==> src/rtl/dramsync_reset_seq.sv <==
// -----------------------------------------------------------------------------
// dramsync_reset_seq
//
// Clock-start and reset sequencer for the DRAM clocking tree. It runs on the
// 100 MHz reference clock. It waits for a filtered PLL lock, then holds the
// DRAM domain in power-on reset for POR_CYCLES. Next it releases the clock
// divider reset, and after that starts the edge clock. This order makes
// sync2x (200 MHz) and dramsync (100 MHz) start phase-aligned. Only after
// these steps does it release dramsync_rst to the PHY and controller.
//
// Parameters:
//   LOCK_FILTER  consecutive high pll_locked samples needed before the
//                sequence proceeds (>= 1)
//   POR_CYCLES   power-on reset dwell in clk cycles (>= 1)
//   STEP_CYCLES  dwell of each clock-start step in clk cycles (>= 1)
//
// Ports:
//   clk           in   100 MHz reference clock
//   rst_n         in   asynchronous active-low reset
//   pll_locked    in   PLL lock, already synchronised to clk
//   restart       in   one-cycle request to rerun the whole sequence
//   eclk_stop     out  edge-clock sync stop (1 = stopped)
//   clkdiv_rst    out  clock divider reset (1 = in reset)
//   dramsync_rst  out  DRAM domain reset (1 = in reset)
//   ready         out  high while the sequence is in RUN
//   restarts      out  saturating count of aborted/restarted sequences
//
// Configuration macro:
//   DRAMSYNC_RESET_SEQ_LOCK_MON_EN
//     Defined:   loss of PLL lock while in RUN aborts back to WAIT_LOCK.
//     Undefined: pll_locked is ignored in RUN, so only restart leaves RUN.
//   The production build is expected to define this macro.
//   Lock loss always aborts the earlier sequence states, in either build.
// -----------------------------------------------------------------------------
module dramsync_reset_seq #(
    parameter int LOCK_FILTER = 16,
    parameter int POR_CYCLES  = 60000,
    parameter int STEP_CYCLES = 8
) (
    input  logic       clk,
    input  logic       rst_n,
    input  logic       pll_locked,
    input  logic       restart,
    output logic       eclk_stop,
    output logic       clkdiv_rst,
    output logic       dramsync_rst,
    output logic       ready,
    output logic [7:0] restarts
);

    // One counter width serves both the lock filter and the dwell counter.
    // It is sized for the largest parameter, so a load value always fits.
    localparam int MAX_AB    = (LOCK_FILTER > POR_CYCLES) ? LOCK_FILTER : POR_CYCLES;
    localparam int MAX_PARAM = (MAX_AB > STEP_CYCLES) ? MAX_AB : STEP_CYCLES;
    localparam int CNT_W     = $clog2(MAX_PARAM) + 1;

    // The dwell counter is loaded with N-1. The state then advances on the
    // edge that samples zero, which gives a dwell of exactly N cycles.
    localparam logic [CNT_W-1:0] LOCK_LAST = CNT_W'(LOCK_FILTER - 1);
    localparam logic [CNT_W-1:0] POR_LOAD  = CNT_W'(POR_CYCLES - 1);
    localparam logic [CNT_W-1:0] STEP_LOAD = CNT_W'(STEP_CYCLES - 1);
    localparam logic [CNT_W-1:0] CNT_ZERO  = '0;
    localparam logic [CNT_W-1:0] CNT_ONE   = CNT_W'(1);

    typedef enum logic [2:0] {
        ST_WAIT_LOCK   = 3'd0,
        ST_POR_WAIT    = 3'd1,
        ST_RELEASE_DIV = 3'd2,
        ST_START_ECLK  = 3'd3,
        ST_RUN         = 3'd4
    } state_e;

    state_e           state_q,        state_d;
    logic [CNT_W-1:0] lock_cnt_q,     lock_cnt_d;
    logic [CNT_W-1:0] dwell_cnt_q,    dwell_cnt_d;
    logic [7:0]       restarts_q,     restarts_d;
    logic             eclk_stop_q,    eclk_stop_d;
    logic             clkdiv_rst_q,   clkdiv_rst_d;
    logic             dramsync_rst_q, dramsync_rst_d;
    logic             ready_q,        ready_d;

    logic             lock_abort_en;
    logic             abort;

    // lock_abort_en is true in the states where loss of lock counts as an
    // abort. RUN is included only when lock monitoring is built in.
`ifdef DRAMSYNC_RESET_SEQ_LOCK_MON_EN
    assign lock_abort_en = 1'b1;
`else
    assign lock_abort_en = (state_q != ST_RUN);
`endif

    // Any abort source is one event. If restart and lock loss arrive in the
    // same cycle, the restart counter still increments only once.
    assign abort = (state_q != ST_WAIT_LOCK) &&
                   (restart || (!pll_locked && lock_abort_en));

    // Next-state and counter logic.
    // The outputs are decoded from the next state. Because they are
    // registered, they change on the same edge as the state register.
    always_comb begin
        state_d     = state_q;
        lock_cnt_d  = lock_cnt_q;
        dwell_cnt_d = dwell_cnt_q;
        restarts_d  = restarts_q;

        if (abort) begin
            state_d     = ST_WAIT_LOCK;
            lock_cnt_d  = CNT_ZERO;
            dwell_cnt_d = CNT_ZERO;
            if (restarts_q != 8'hFF) begin
                restarts_d = restarts_q + 8'd1;
            end
        end else begin
            case (state_q)
                ST_WAIT_LOCK: begin
                    // A restart in this state only clears the lock filter.
                    // It does not count as a restart.
                    if (restart || !pll_locked) begin
                        lock_cnt_d = CNT_ZERO;
                    end else if (lock_cnt_q == LOCK_LAST) begin
                        state_d     = ST_POR_WAIT;
                        lock_cnt_d  = CNT_ZERO;
                        dwell_cnt_d = POR_LOAD;
                    end else begin
                        lock_cnt_d = lock_cnt_q + CNT_ONE;
                    end
                end

                ST_POR_WAIT: begin
                    if (dwell_cnt_q == CNT_ZERO) begin
                        state_d     = ST_RELEASE_DIV;
                        dwell_cnt_d = STEP_LOAD;
                    end else begin
                        dwell_cnt_d = dwell_cnt_q - CNT_ONE;
                    end
                end

                ST_RELEASE_DIV: begin
                    if (dwell_cnt_q == CNT_ZERO) begin
                        state_d     = ST_START_ECLK;
                        dwell_cnt_d = STEP_LOAD;
                    end else begin
                        dwell_cnt_d = dwell_cnt_q - CNT_ONE;
                    end
                end

                ST_START_ECLK: begin
                    if (dwell_cnt_q == CNT_ZERO) begin
                        state_d     = ST_RUN;
                        dwell_cnt_d = CNT_ZERO;
                    end else begin
                        dwell_cnt_d = dwell_cnt_q - CNT_ONE;
                    end
                end

                ST_RUN: begin
                    state_d = ST_RUN;
                end

                default: begin
                    state_d     = ST_WAIT_LOCK;
                    lock_cnt_d  = CNT_ZERO;
                    dwell_cnt_d = CNT_ZERO;
                end
            endcase
        end

        // The states are ordered so that the divider leaves reset while the
        // edge clock is still stopped. The DRAM reset is released only after
        // both clocks are running.
        eclk_stop_d    = 1'b1;
        clkdiv_rst_d   = 1'b1;
        dramsync_rst_d = 1'b1;
        ready_d        = 1'b0;
        case (state_d)
            ST_RELEASE_DIV: begin
                clkdiv_rst_d = 1'b0;
            end
            ST_START_ECLK: begin
                eclk_stop_d  = 1'b0;
                clkdiv_rst_d = 1'b0;
            end
            ST_RUN: begin
                eclk_stop_d    = 1'b0;
                clkdiv_rst_d   = 1'b0;
                dramsync_rst_d = 1'b0;
                ready_d        = 1'b1;
            end
            default: begin
                eclk_stop_d    = 1'b1;
                clkdiv_rst_d   = 1'b1;
                dramsync_rst_d = 1'b1;
                ready_d        = 1'b0;
            end
        endcase
    end

    // State, counter and output registers. An asynchronous reset forces
    // every output to its safe value at once, without waiting for a clock.
    always_ff @(posedge clk or negedge rst_n) begin
        if (!rst_n) begin
            state_q        <= ST_WAIT_LOCK;
            lock_cnt_q     <= CNT_ZERO;
            dwell_cnt_q    <= CNT_ZERO;
            restarts_q     <= 8'd0;
            eclk_stop_q    <= 1'b1;
            clkdiv_rst_q   <= 1'b1;
            dramsync_rst_q <= 1'b1;
            ready_q        <= 1'b0;
        end else begin
            state_q        <= state_d;
            lock_cnt_q     <= lock_cnt_d;
            dwell_cnt_q    <= dwell_cnt_d;
            restarts_q     <= restarts_d;
            eclk_stop_q    <= eclk_stop_d;
            clkdiv_rst_q   <= clkdiv_rst_d;
            dramsync_rst_q <= dramsync_rst_d;
            ready_q        <= ready_d;
        end
    end

    assign eclk_stop    = eclk_stop_q;
    assign clkdiv_rst   = clkdiv_rst_q;
    assign dramsync_rst = dramsync_rst_q;
    assign ready        = ready_q;
    assign restarts     = restarts_q;

endmodule

==> config.mk <==
export PLATFORM = sky130hd
export DESIGN_NAME = dramsync_reset_seq
export DESIGN_NICKNAME = d
export VERILOG_FILES = /design/src/rtl/dramsync_reset_seq.sv
export SDC_FILE = /design/constraint.sdc
export NUM_CORES = 1
export LEC_CHECK = 0
export BUFFER_PORTS_ARGS = -buffer_cell sky130_fd_sc_hd__buf_4
export CORE_ASPECT_RATIO = 0.5
export CORE_MARGIN = 4
export CORE_UTILIZATION = 40
export DETAILED_ROUTE_END_ITERATION = 10
export PLACE_DENSITY = 0.57
export SLEW_MARGIN = 10
export SYNTH_ARGS = -nofsm -noshare
export SYNTH_HDL_FRONTEND = slang
export SYNTH_SLANG_ARGS = --single-unit
==> constraint.sdc <==
create_clock -name clk -period 2.5 [get_ports clk]
set_clock_uncertainty 0.05 [all_clocks]
set_input_delay 0.375 -clock clk [delete_from_list [all_inputs] [get_ports clk]]
set_output_delay 0.375 -clock clk [all_outputs]
set_load 0.02 [all_outputs]
==> results.md, run 1 <==
- The number of global-route vias before repair was roughly 2200.
- The share of synthesized cell area in and, or, nand and nor gates is between 20 and 25%.
- The total count of hold-check failures in the final report came to 0.
- The via count is approximately 2300.
- The endpoint identified for the worst register-to-register timing path is lock_cnt_q[9].
- The area share of fa/ha/maj cells after synthesis is 1.82%.
- The signal arrival time at the worst endpoint is 2.29 ns.
- The final antenna diode count is 0.
- For this block, the routed nets add up to 6040 um of wire.
- The detailed router finished its first iteration with 95 violations.
- The synthesized design contains approximately 50 register bits.
- Dividing the detail-routed via count by the number of cells gives ~5.7.
- The post-cts sizing count is 0.
- The run finished with clean final reports.
- Counting every sink on the clock net gives 49.
- Once the floorplan was initialized, standard cells occupied roughly two fifths of the core.
- The die covers between 8000 and 9000 um^2.
- The analysis attributes to net switching a power of roughly 620 uW.
- Counting along the longest clock path gives a buffer depth of 2.
- The total leakage power is about 0.0013 uW.
- The share of synthesized area spent on multiplexers is about 2.0%.
- The worst setup path is captured at a register.
- The final critical path takes up 86.8% of the cycle.
- The final number of setup-violating endpoints is 0.
- The first global-routing pass estimated around 11000 um of wire.
- The classification of the worst-slack hold path is input pin to async pin.
- The net count reported at finish is between 300 and 400.
- Hold repair after CTS inserted 0 buffers.
- The setup path with the least slack is of type register to register.
- The dominant register cell in the synthesized netlist is sky130_fd_sc_hd__dfrtp_1.
- Setup repair after global routing left no endpoint under its margin.
- The pin count of the biggest net entering global routing is 50.
- The switching share of power is approximately 30%.
- The number of detailed-route iterations in the first pass is 4.
- The largest fanout of any net on the critical path is 13.
- The cell at the root of the clock tree is sky130_fd_sc_hd__clkbuf_16.
- The part of the power in combinational logic is 16.6%.
- The XOR/XNOR share of the synthesized area is 5.40%.
- For the final routed database, the setup TNS stands at 0 ns.
- The floorplan has 21 rows.
- The cell area that synthesis handed to floorplanning was approximately 2800 um^2.
- The wire-length estimate of the detail-placed layout is approximately 4200 um.
- The worst vdd rail ir drop is 480 uV.
- The power density of the placed cells is approximately 670 nW/um^2.
- In this run, CTS created clock tree buffers numbering 5.
- In this run the register-to-register setup slack is about 0.33 ns.
- Cell internal power was estimated by the tool at ~1500 uW.
- The initial antenna violation count is 0.
- After synthesis, the share of flip-flops with an asynchronous set or reset is 100%.
- At the pin with the least slew margin, the transition time is roughly 0.70 ns.
- TritonCTS built the clock tree.
- The leftover overflow at the end of global routing is 0.
- After detailed routing, the average wire length per cell comes to between 15 and 20 um.
- The total power draw is approximately 2100 uW.
- The relative contribution of sequential cells to total power is about 46%.
- The final RePlAce weighted congestion is approximately 0.78.
- During synthesis, Yosys emitted a total of 0 warnings.
- Timing would allow up to 461 MHz.
- By area, the combinational part of the netlist is dominated by simple AND/OR/NAND/NOR gates.
- Counting every net in the synthesized netlist gives just under 300.
- The depth of the CTS H-tree is 2.
- The count of pins over their slew limit came to 0.
- Cells with a size suffix above 1 make up roughly 17% of the layout.
- The clock transition at the registers of the reported paths is 0.07 ns.
- The later pin in the worst-skew pair is clocked with a latency of about 0.3 ns.
- The reported max-cap violation count is 0.
- The clock network power share is 37.2%.
- The worst slew margin relative to its limit is 53.4%.
- After detailed routing, the number of remaining DRC violations is 0.
- The per-instance average area after synthesis is 9.60 um^2.
- STA classifies the critical path startpoint as a register.
- At the worst endpoint, the required time is roughly 2.6 ns.
- From synthesis to final layout, the design area changed by 14.6%.
- The post-route core utilization is about 47%.
- The core region is roughly 6700 um^2.
- The depth of the worst register-to-register path is 5.
- The worst slack on hold paths is approximately 0.044 ns.
- The count of unique library cells instantiated by Yosys is 59.
- The count of mapped cells out of synthesis is between 200 and 300.
- The time the final worst path needs with I/O delays and setup is ~2.2 ns.
- The top cell types in the final layout, fill and taps aside, are sky130_fd_sc_hd__dfrtp_1 (46), sky130_fd_sc_hd__nor2_1 (26), sky130_fd_sc_hd__buf_4 (23).
- The total area of multi-input combinational cells is around 1400 um^2.
- The post-CTS setup buffer count is 0.
- The number of enable flip-flop cells after synthesis is 0.
- Global routing consumed, over all layers together, 15.8% of the routing resources.
- The combined flip-flop and latch cell area is around 1200 um^2.
- The most common library cell in the layout ignoring fill and taps is sky130_fd_sc_hd__dfrtp_1.
- The share of the synthesized area in compound gates (AO/OA/AOI/OAI) is roughly a fifth.
- The horizontal die dimension is approximately 130 um.
- The number of antenna-violating nets in the routed design is 0.
- In this run the vertical extent of the chip is approximately 67 um.
- The sequential cell area fraction in the yosys report is 44.6%.
- During placement, the flow inserted port buffers numbering 15.
- The critical register-to-register path startpoint is state_q[1].
- 16 I/O pins were placed.
- The count of filler cells inserted in the layout is around 650.
worst max-delay path: stages (launching register included):
cell and delay (ns):
sky130_fd_sc_hd__dfrtp_1 0.60, sky130_fd_sc_hd__or2_4 0.23, sky130_fd_sc_hd__mux2i_4 0.39, sky130_fd_sc_hd__nor2_1 0.24, sky130_fd_sc_hd__nor2_2 0.43, sky130_fd_sc_hd__nor2_1 0.10
routing by layer:
metal | up-vias | part of all wire [%] | GRT usage [%]
met3 | 8 | 2.8 | 4.08
met1 | 1113 | 50 | 21.4
met4 | 0 | 1.4 | 4.86
li1 | 1117 | - | -
met2 | 25 | 45 | 25.2
met5 | - | 0 | 0
through the flow:
| stage | instances | worst slack (ns) | area [um^2] |
|---|---|---|---|
| 6_report | 399 | 0.330 | 3160 |
| 5_1_grt | 399 | 0.143 | 3160 |
| 4_1_cts | 399 | 0.343 | 3160 |
| 3_5_place_dp | 391 | 0.355 | 2990 |
| 3_3_place_gp | 391 | 0.370 | 2990 |
| 2_1_floorplan | 287 | 0.501 | 2760 |
synthesized netlist by cell type, types with 3 or more instances:
cell type	count	area share, %
sky130_fd_sc_hd__dfrtp_1	46	42
sky130_fd_sc_hd__nor2_1	26	3.5
sky130_fd_sc_hd__nand2_1	21	2.9
sky130_fd_sc_hd__o21ai_0	19	3.4
sky130_fd_sc_hd__a21oi_1	15	2.7
sky130_fd_sc_hd__nand3_1	13	2.4
sky130_fd_sc_hd__a31oi_1	12	2.7
sky130_fd_sc_hd__xor2_1	11	3.5
sky130_fd_sc_hd__nor3_1	9	1.6
sky130_fd_sc_hd__inv_1	8	1.1
sky130_fd_sc_hd__nand4_1	8	1.8
sky130_fd_sc_hd__o2bb2ai_1	8	2.5
sky130_fd_sc_hd__and3_1	7	1.6
sky130_fd_sc_hd__nor4_1	6	1.4
sky130_fd_sc_hd__xnor2_1	6	1.9
sky130_fd_sc_hd__clkbuf_1	5	0.68
sky130_fd_sc_hd__and4_1	4	1.3
sky130_fd_sc_hd__buf_2	4	0.73
sky130_fd_sc_hd__ha_1	4	1.8
sky130_fd_sc_hd__o2111ai_1	4	1.3
sky130_fd_sc_hd__o21ai_1	4	0.73
sky130_fd_sc_hd__dfstp_2	3	2.9
kinds of logic after synthesis:
logic type / after synthesis
xor gates and xnor gates: 17
AOI/OAI and AO/OA: 78
buffers and inverters: 20
muxes: 4
adders and majority gates: 4
and+or+nand+nor: 115
DFF: 49
power by group through the flow:
stage | registers [uW] | logic, uW | clock network [uW]
final | 980 | 352 | 788
after global placement | 990 | 350 | 0
after detailed placement | 993 | 356 | 0
after floorplan | 997 | 209 | 0
after global routing | 997 | 394 | 849
after CTS | 979 | 358 | 813
registers in the layout, indices dropped and copies added, names as in the netlist:
| register | cells |
|---|---|
| restarts | 8 |
| dwell_cnt_q | 17 |
| lock_cnt_q | 17 |
| state_q | 3 |
| clkdiv_rst | 1 |
| eclk_stop | 1 |
| dramsync_rst | 1 |
| ready | 1 |
layout make-up:
cell class                      count  share of cell area, %
Clock buffer                        5                   3.96
Clock inverter                      3                   1.47
Inverter                            9                   1.07
Multi-Input combinational cell    218                   45.4
Sequential cell                    49                   38.9
Tap cell                           92                   3.64
Timing Repair Buffer               23                   5.47
worst max-delay path by stage:
stage,startpoint,to,slack [ns]
2_1_floorplan,restarts[0],restarts[7],0.50
3_3_place_gp,state_q[1],lock_cnt_q[9],0.37
3_5_place_dp,restart,lock_cnt_q[3],0.35
4_1_cts,state_q[1],lock_cnt_q[8],0.34
5_1_grt,state_q[1],lock_cnt_q[15],0.14
6_report,state_q[1],lock_cnt_q[9],0.33
Note: power is estimated with default switching activity, not from simulation.
==> run 2, diff against run 1 <==
--- a/config.mk
+++ b/config.mk
@@ -11,6 +11,7 @@
 export CORE_UTILIZATION = 40
 export DETAILED_ROUTE_END_ITERATION = 10
 export PLACE_DENSITY = 0.57
+export REMOVE_ABC_BUFFERS = 1
 export SLEW_MARGIN = 10
 export SYNTH_ARGS = -nofsm -noshare
 export SYNTH_HDL_FRONTEND = slang
==> run 2 against run 1 <==
Net effect: routed wire length decreased by 3.1%; sequential cell count is the same; final cell count stayed put; via count rose by 0.22%; register-to-register slack improved by 0.02 ns; sequential power shrank 0.4%; critical path depth unchanged; worst hold slack worse by 0.0098 ns; non-clock buffer count stayed put; clock power is 14% lower.
==> results.md, run 2 (same netlist as run 1, synthesis figures left out) <==
- The portion of the clock cycle consumed by the worst path in the final layout came to 86.0% (was 86.8%).
- The measured slew at the worst slew-check pin is 0.685 ns (was 0.695 ns).
- The final worst-path setup slack is 0.351 ns (was 0.330 ns).
- The reported max-cap violation count is 0 (unchanged).
- The highest cell delay on the worst timing path came to 0.59 ns (was 0.60 ns).
- The post-cts sizing count is 0 (unchanged).
- The net count reported at finish came to 314 (unchanged).
- The worst slack at placement is 0.342 ns (was 0.355 ns).
- The number of antenna-violating nets in the routed design is 0 (unchanged).
- The CTS sink count is 49 (unchanged).
- The depth of the CTS H-tree is 2 (unchanged).
- The worst slew margin relative to its limit is 54.1% (was 53.4%).
- The effective utilization at floorplan is 41.3% (unchanged).
- The setup TNS came to 0 ns (unchanged).
- The count of filler cells inserted in the layout is 648 (was 652).
- The final antenna diode count was 0 (unchanged).
- The total global-route track usage is 15.3% (was 15.8%).
- The count of pins over their slew limit is 0 (unchanged).
- The cell with the largest stage delay on the worst path is sky130_fd_sc_hd__dfrtp_1 (unchanged).
- The number of placement rows is 21 (unchanged).
- The clock transition at the registers of the reported paths came to 0.07 ns (about the same).
- The highest clock rate is 465 MHz (was 461 MHz).
- The area of the placeable core is 6670 um^2 (unchanged).
- The total leakage power was 0.00128 uW (was 0.00129 uW).
- The worst slack on hold paths was 0.0345 ns (was 0.0443 ns).
- The number of global-route vias before repair was 2250 (was 2156).
- The average routed wire per standard cell is 14.7 um (was 15.1 um).
- The total die area is 8360 um^2 (unchanged).
- Outcome: completed (unchanged).
- The relative area change from synthesis to final layout was 13.7% (was 14.6%).
- The gate family responsible for the most delay along the worst path is simple AND/OR/NAND/NOR gates (unchanged).
- The DRC marker count from the first detailed-route iteration came to 174 (was 95).
- The sum of net half-perimeters after detailed placement was 4100 um (was 4200 um).
- The number of detailed-route iterations in the first pass is 4 (unchanged).
- RSZ-0062 raised after global routing: false (unchanged).
- The time the final worst path needs with I/O delays and setup is 2.15 ns (was 2.17 ns).
- The number of hold-repair buffers added at the cts stage was 0 (unchanged).
- The total buffers and inverters traversed by the critical path is 0 (unchanged).
- The largest fanout of any net on the critical path is 12 (was 13).
- The initial antenna violation count is 0 (unchanged).
- The detailed-route wire length is 5850 um (was 6040 um).
- Cells along the critical path: or2_4 -> mux2i_4 -> nor2_1 -> or4b_1 -> o21ai_0 (was or2_4 -> mux2i_4 -> nor2_1 -> nor2_2 -> nor2_1).
- The number of top-level pins came to 16 (unchanged).
- The total count of hold-check failures in the final report is 0 (unchanged).
- The worst vdd rail ir drop is 372 uV (was 480 uV).
- The via count is 2268 (was 2263).
- The horizontal die dimension is 125 um (unchanged).
- The worst-skew pair later-pin latency is 0.29 ns (was 0.30 ns).
- The classification of the worst-slack hold path is input pin to async pin (unchanged).
- The post-CTS setup buffer count came to 0 (unchanged).
- The pin count of the biggest net entering global routing is 50 (unchanged).
- The average via count per standard cell is 5.68 (was 5.67).
- The final number of setup-violating endpoints was 0 (unchanged).
- The leftover overflow at the end of global routing is 0 (unchanged).
- The type of the worst setup path is register to register (unchanged).
- The power density of the placed cells is 641 nW/um^2 (was 672 nW/um^2).
- The TritonCTS clock tree is yes (unchanged).
- The setup slack on the worst flop-to-flop path came to 0.35 ns (was 0.33 ns).
- The type of element capturing the critical path was a register (unchanged).
- The area after detailed placement is 2990 um^2 (unchanged).
- The area of all placed cells without fillers came to 3130 um^2 (was 3160 um^2).
- The final RePlAce weighted congestion came to 0.792 (was 0.782).
- The worst-case clock buffer depth is 2 (unchanged).
- The cell at the root of the clock tree is sky130_fd_sc_hd__clkbuf_16 (unchanged).
- The post-route core utilization was 46.9% (was 47.3%).
- The most common library cell in the layout ignoring fill and taps is sky130_fd_sc_hd__dfrtp_1 (unchanged).
- The signal arrival time at the worst endpoint was 2.31 ns (was 2.29 ns).
- The chip height is 66.7 um (unchanged).
- The critical path data required time is 2.66 ns (was 2.62 ns).
- The wire length of the first global-routing pass is 10400 um (was 10600 um).
- The number of input and output port buffers inserted is 15 (unchanged).
- The number of buffers added by the clock tree synthesis step is 5 (unchanged).
- The number of remaining DRC errors was 0 (unchanged).
- Most used cells in the layout excluding fill and tap cells: sky130_fd_sc_hd__dfrtp_1 (46), sky130_fd_sc_hd__nor2_1 (26), sky130_fd_sc_hd__buf_4 (23) (unchanged).
- The share of final-layout standard cells stronger than drive strength 1 is 17.3% (unchanged).
- The nature of the critical path startpoint is a register (unchanged).
run 2: cell types whose count changed in the layout (fill, tap and decap cells not counted), sizes merged:
cell	delta
bufinv	-1
inv	+1
run 2: area by class of cell:
cell class              count  area [um^2]  area share, %
well taps                  92          115           3.67
repair buffers             23          173           5.51
clock buffers               5          125           3.99
inverters                   9         33.8           1.08
flip-flops and latches     49         1230           39.3
clock inverters             3         21.3          0.679
multi-input cells         218         1440           45.8
run 2: worst paths after layout:
path | start | to | depth (start not counted)
min in group clk | dwell_cnt_q[7] | dwell_cnt_q[7] | 1
setup reg to reg | state_q[0] | lock_cnt_q[3] | 5
hold reg to reg | dwell_cnt_q[7] | dwell_cnt_q[7] | 1
hold / removal | rst_n | dwell_cnt_q[0] | 1
setup / recovery | state_q[0] | lock_cnt_q[3] | 5
max in group asynchronous | rst_n | state_q[1] | 1
run 2: metal layers:
metal  track usage, %  part of all wire (%)
met1             20.1                    48
met2             24.8                    46
met3             3.84                   4.3
met4             5.41                   1.2
met5                0                     0
run 2: metrics by stage:
| step | power [uW] | instances |
|---|---|---|
| finish | 2010 | 399 |
| detailed placement | 1350 | 391 |
| global route | 2120 | 399 |
| floorplan | 1200 | 276 |
| global placement | 1340 | 391 |
| CTS | 2030 | 399 |
run 2: power by group:
part	switching [uW]	leakage, uW	total (uW)	internal, uW
clock	305	0.0000702	678	373
sequential	104	0.000624	976	872
combinational	199	0.000584	354	155
total	608	0.00128	2010	1400
==> run 3, diff against run 2 <==
--- a/config.mk
+++ b/config.mk
@@ -10,7 +10,6 @@
 export CORE_MARGIN = 4
 export CORE_UTILIZATION = 40
 export DETAILED_ROUTE_END_ITERATION = 10
-export PLACE_DENSITY = 0.57
 export REMOVE_ABC_BUFFERS = 1
 export SLEW_MARGIN = 10
 export SYNTH_ARGS = -nofsm -noshare
==> run 3 against run 2 <==
Net effect: sequential share of layout area decreased by 0.33 points; power increased by 5.3%; register-to-register slack got worse by 0.03 ns; combinational power about the same; largest power group unchanged; sequential power increased by 0.6%; via count decreased by 2.2%; sequential cell count unchanged; worst setup slack got worse by 0.026 ns; global-route usage increased by 0.29 points; final cell count unchanged; largest cell class unchanged; clock power increased by 15%; non-clock buffer count unchanged.
==> results.md, run 3 (same netlist as run 1, synthesis figures left out) <==
- The final number of setup-violating endpoints was 0 (unchanged).
- The wire length of the first global-routing pass was 10500 um (was 10400 um).
- The initial antenna violation count came to 0 (unchanged).
- The cell with the largest stage delay on the worst path is sky130_fd_sc_hd__a211oi_2 (was sky130_fd_sc_hd__dfrtp_1).
- The number of global-route vias before repair is 2164 (was 2250).
- The depth of the CTS H-tree was 2 (unchanged).
- The average via count per standard cell is 5.56 (was 5.68).
- The horizontal die dimension is 125 um (unchanged).
- Outcome: completed (unchanged).
- The share of final-layout standard cells stronger than drive strength 1 is 16.9% (was 17.3%).
- The number of top-level pins is 16 (unchanged).
- The worst slack at placement is 0.295 ns (was 0.342 ns).
- RSZ-0062 raised after global routing: false (unchanged).
- The gate family responsible for the most delay along the worst path is simple AND/OR/NAND/NOR gates (unchanged).
- The pin count of the biggest net entering global routing is 50 (unchanged).
- The number of input and output port buffers inserted was 15 (unchanged).
- The final RePlAce weighted congestion is 0.815 (was 0.792).
- The reported max-cap violation count is 0 (unchanged).
- The highest cell delay on the worst timing path is 0.46 ns (was 0.59 ns).
- The sum of net half-perimeters after detailed placement is 4040 um (was 4100 um).
- The number of buffers added by the clock tree synthesis step is 5 (unchanged).
- The type of element capturing the critical path is a register (unchanged).
- The clock transition at the registers of the reported paths is 0.07 ns (about the same).
- The endpoint of the most critical register-to-register path is restarts[7] (was lock_cnt_q[3]).
- The nature of the critical path startpoint is a register (unchanged).
- The worst vdd rail ir drop came to 421 uV (was 372 uV).
- The portion of the clock cycle consumed by the worst path in the final layout is 87.0% (was 86.0%).
- The detailed-route wire length was 5910 um (was 5850 um).
- The net count reported at finish is 314 (unchanged).
- The worst-skew pair later-pin latency is 0.29 ns (about the same).
- The measured slew at the worst slew-check pin is 0.673 ns (was 0.685 ns).
- The largest fanout of any net on the critical path came to 6 (was 12).
- The depth of the worst register-to-register path came to 6 (was 5).
- The most common library cell in the layout ignoring fill and taps is sky130_fd_sc_hd__dfrtp_1 (unchanged).
- The number of placement rows is 21 (unchanged).
- The final instance count without filler cells is 399 (unchanged).
- The total global-route track usage is 15.6% (was 15.3%).
- Most used cells in the layout excluding fill and tap cells: sky130_fd_sc_hd__dfrtp_1 (46), sky130_fd_sc_hd__nor2_1 (26), sky130_fd_sc_hd__buf_4 (23) (unchanged).
- The number of antenna-violating nets in the routed design is 0 (unchanged).
- The cell at the root of the clock tree is sky130_fd_sc_hd__clkbuf_16 (unchanged).
- The final antenna diode count is 0 (unchanged).
- The placed cell count is 391 (unchanged).
- The worst-case clock buffer depth is 2 (unchanged).
- The chip height came to 66.7 um (unchanged).
- Cells along the critical path: ha_1 -> and4_1 -> a211oi_2 -> nand4_1 -> nor3_1 -> xor2_1 (was or2_4 -> mux2i_4 -> nor2_1 -> or4b_1 -> o21ai_0).
- The total leakage power is 0.00129 uW (was 0.00128 uW).
- The critical register-to-register path startpoint is restarts[0] (was state_q[0]).
- The average routed wire per standard cell is 14.8 um (was 14.7 um).
- The leftover overflow at the end of global routing is 0 (unchanged).
- The critical path data required time is 2.66 ns (about the same).
- The number of hold-repair buffers added at the cts stage is 0 (unchanged).
- The type of the worst setup path is register to register (unchanged).
- The signal arrival time at the worst endpoint is 2.34 ns (was 2.31 ns).
- The classification of the worst-slack hold path is input pin to async pin (unchanged).
- The final worst-path setup slack came to 0.325 ns (was 0.351 ns).
- The total count of hold-check failures in the final report is 0 (unchanged).
- The count of pins over their slew limit was 0 (unchanged).
- The area of the placeable core is 6670 um^2 (unchanged).
- The relative area change from synthesis to final layout came to 14.6% (was 13.7%).
- The worst slew margin relative to its limit is 54.9% (was 54.1%).
- The number of detailed-route iterations in the first pass is 4 (unchanged).
- The post-route core utilization is 47.3% (was 46.9%).
- The total power draw came to 2110 uW (was 2010 uW).
- The number of remaining DRC errors is 0 (unchanged).
- The CTS sink count was 49 (unchanged).
- The time the final worst path needs with I/O delays and setup was 2.18 ns (was 2.15 ns).
- The highest clock rate is 460 MHz (was 465 MHz).
- The power density of the placed cells is 669 nW/um^2 (was 641 nW/um^2).
- The post-CTS setup buffer count is 0 (unchanged).
- The total buffers and inverters traversed by the critical path was 0 (unchanged).
- The setup slack on the worst flop-to-flop path is 0.32 ns (was 0.35 ns).
- The TritonCTS clock tree is yes (unchanged).
- The setup TNS is 0 ns (unchanged).
- The total die area is 8360 um^2 (unchanged).
- The post-cts sizing count is 0 (unchanged).
- The via count is 2219 (was 2268).
- The effective utilization at floorplan was 41.3% (unchanged).
- The DRC marker count from the first detailed-route iteration is 192 (was 174).
[run 3: cell count changes in the layout (fill, tap and decap cells not counted)]
cell	change
sky130_fd_sc_hd__clkbuf_1	+1
sky130_fd_sc_hd__clkbuf_8	+1
sky130_fd_sc_hd__clkinvlp_4	-1
sky130_fd_sc_hd__inv_6	-1
sky130_fd_sc_hd__bufinv_16	+1
sky130_fd_sc_hd__clkinv_2	-1
[run 3: worst reg2reg max path, cell delays in order, from the launching register on]
cell and delay, ns:
sky130_fd_sc_hd__dfrtp_1 0.42, sky130_fd_sc_hd__ha_1 0.27, sky130_fd_sc_hd__and4_1 0.20, sky130_fd_sc_hd__a211oi_2 0.46
sky130_fd_sc_hd__nand4_1 0.26, sky130_fd_sc_hd__nor3_1 0.28, sky130_fd_sc_hd__xor2_1 0.16
[run 3: metal layers]
layer  vias to the layer above  global-route usage, %  part of all wire, %
met3                         7                   3.44                  3.8
met5                         -                      0                    0
met4                         0                   4.86                  1.0
li1                       1113                      -                    -
met1                      1057                   21.1                   49
met2                        42                   25.1                   46
[run 3: layout make-up]
type / count / area [um^2]
Tap cell: 92 / 115
Sequential cell: 49 / 1230
Clock inverter: 1 / 30.0
Timing Repair Buffer: 23 / 173
Clock buffer: 7 / 143
Inverter: 9 / 33.8
Multi-Input combinational cell: 218 / 1440
Fill cell: 635 / 3510
[run 3: how the worst max path moves through the flow]
stage,startpoint,end,slack [ns],cells past startpoint
2_1_floorplan,dwell_cnt_q[4],dwell_cnt_q[8],0.05,5
3_3_place_gp,state_q[2],restarts[7],0.38,5
3_5_place_dp,state_q[2],restarts[7],0.29,5
4_1_cts,state_q[2],restarts[7],0.29,5
5_1_grt,state_q[1],lock_cnt_q[3],0.14,5
6_report,restarts[0],restarts[7],0.32,6
[run 3: power breakdown]
group / total (uW) / switching [uW] / internal, uW
clock network: 781 / 281 / 500
registers: 982 / 110 / 872
logic: 351 / 197 / 154
[run 3: per-stage QoR]
| stage | hold slack [ns] | instance area (um^2) |
|---|---|---|
| final | 0.0428 | 3160 |
| after global routing | 0.111 | 3160 |
| after CTS | 0.0775 | 3160 |
| after detailed placement | 0.390 | 2990 |
| after global placement | 0.381 | 2990 |
| after floorplan | 0.0294 | 2700 |
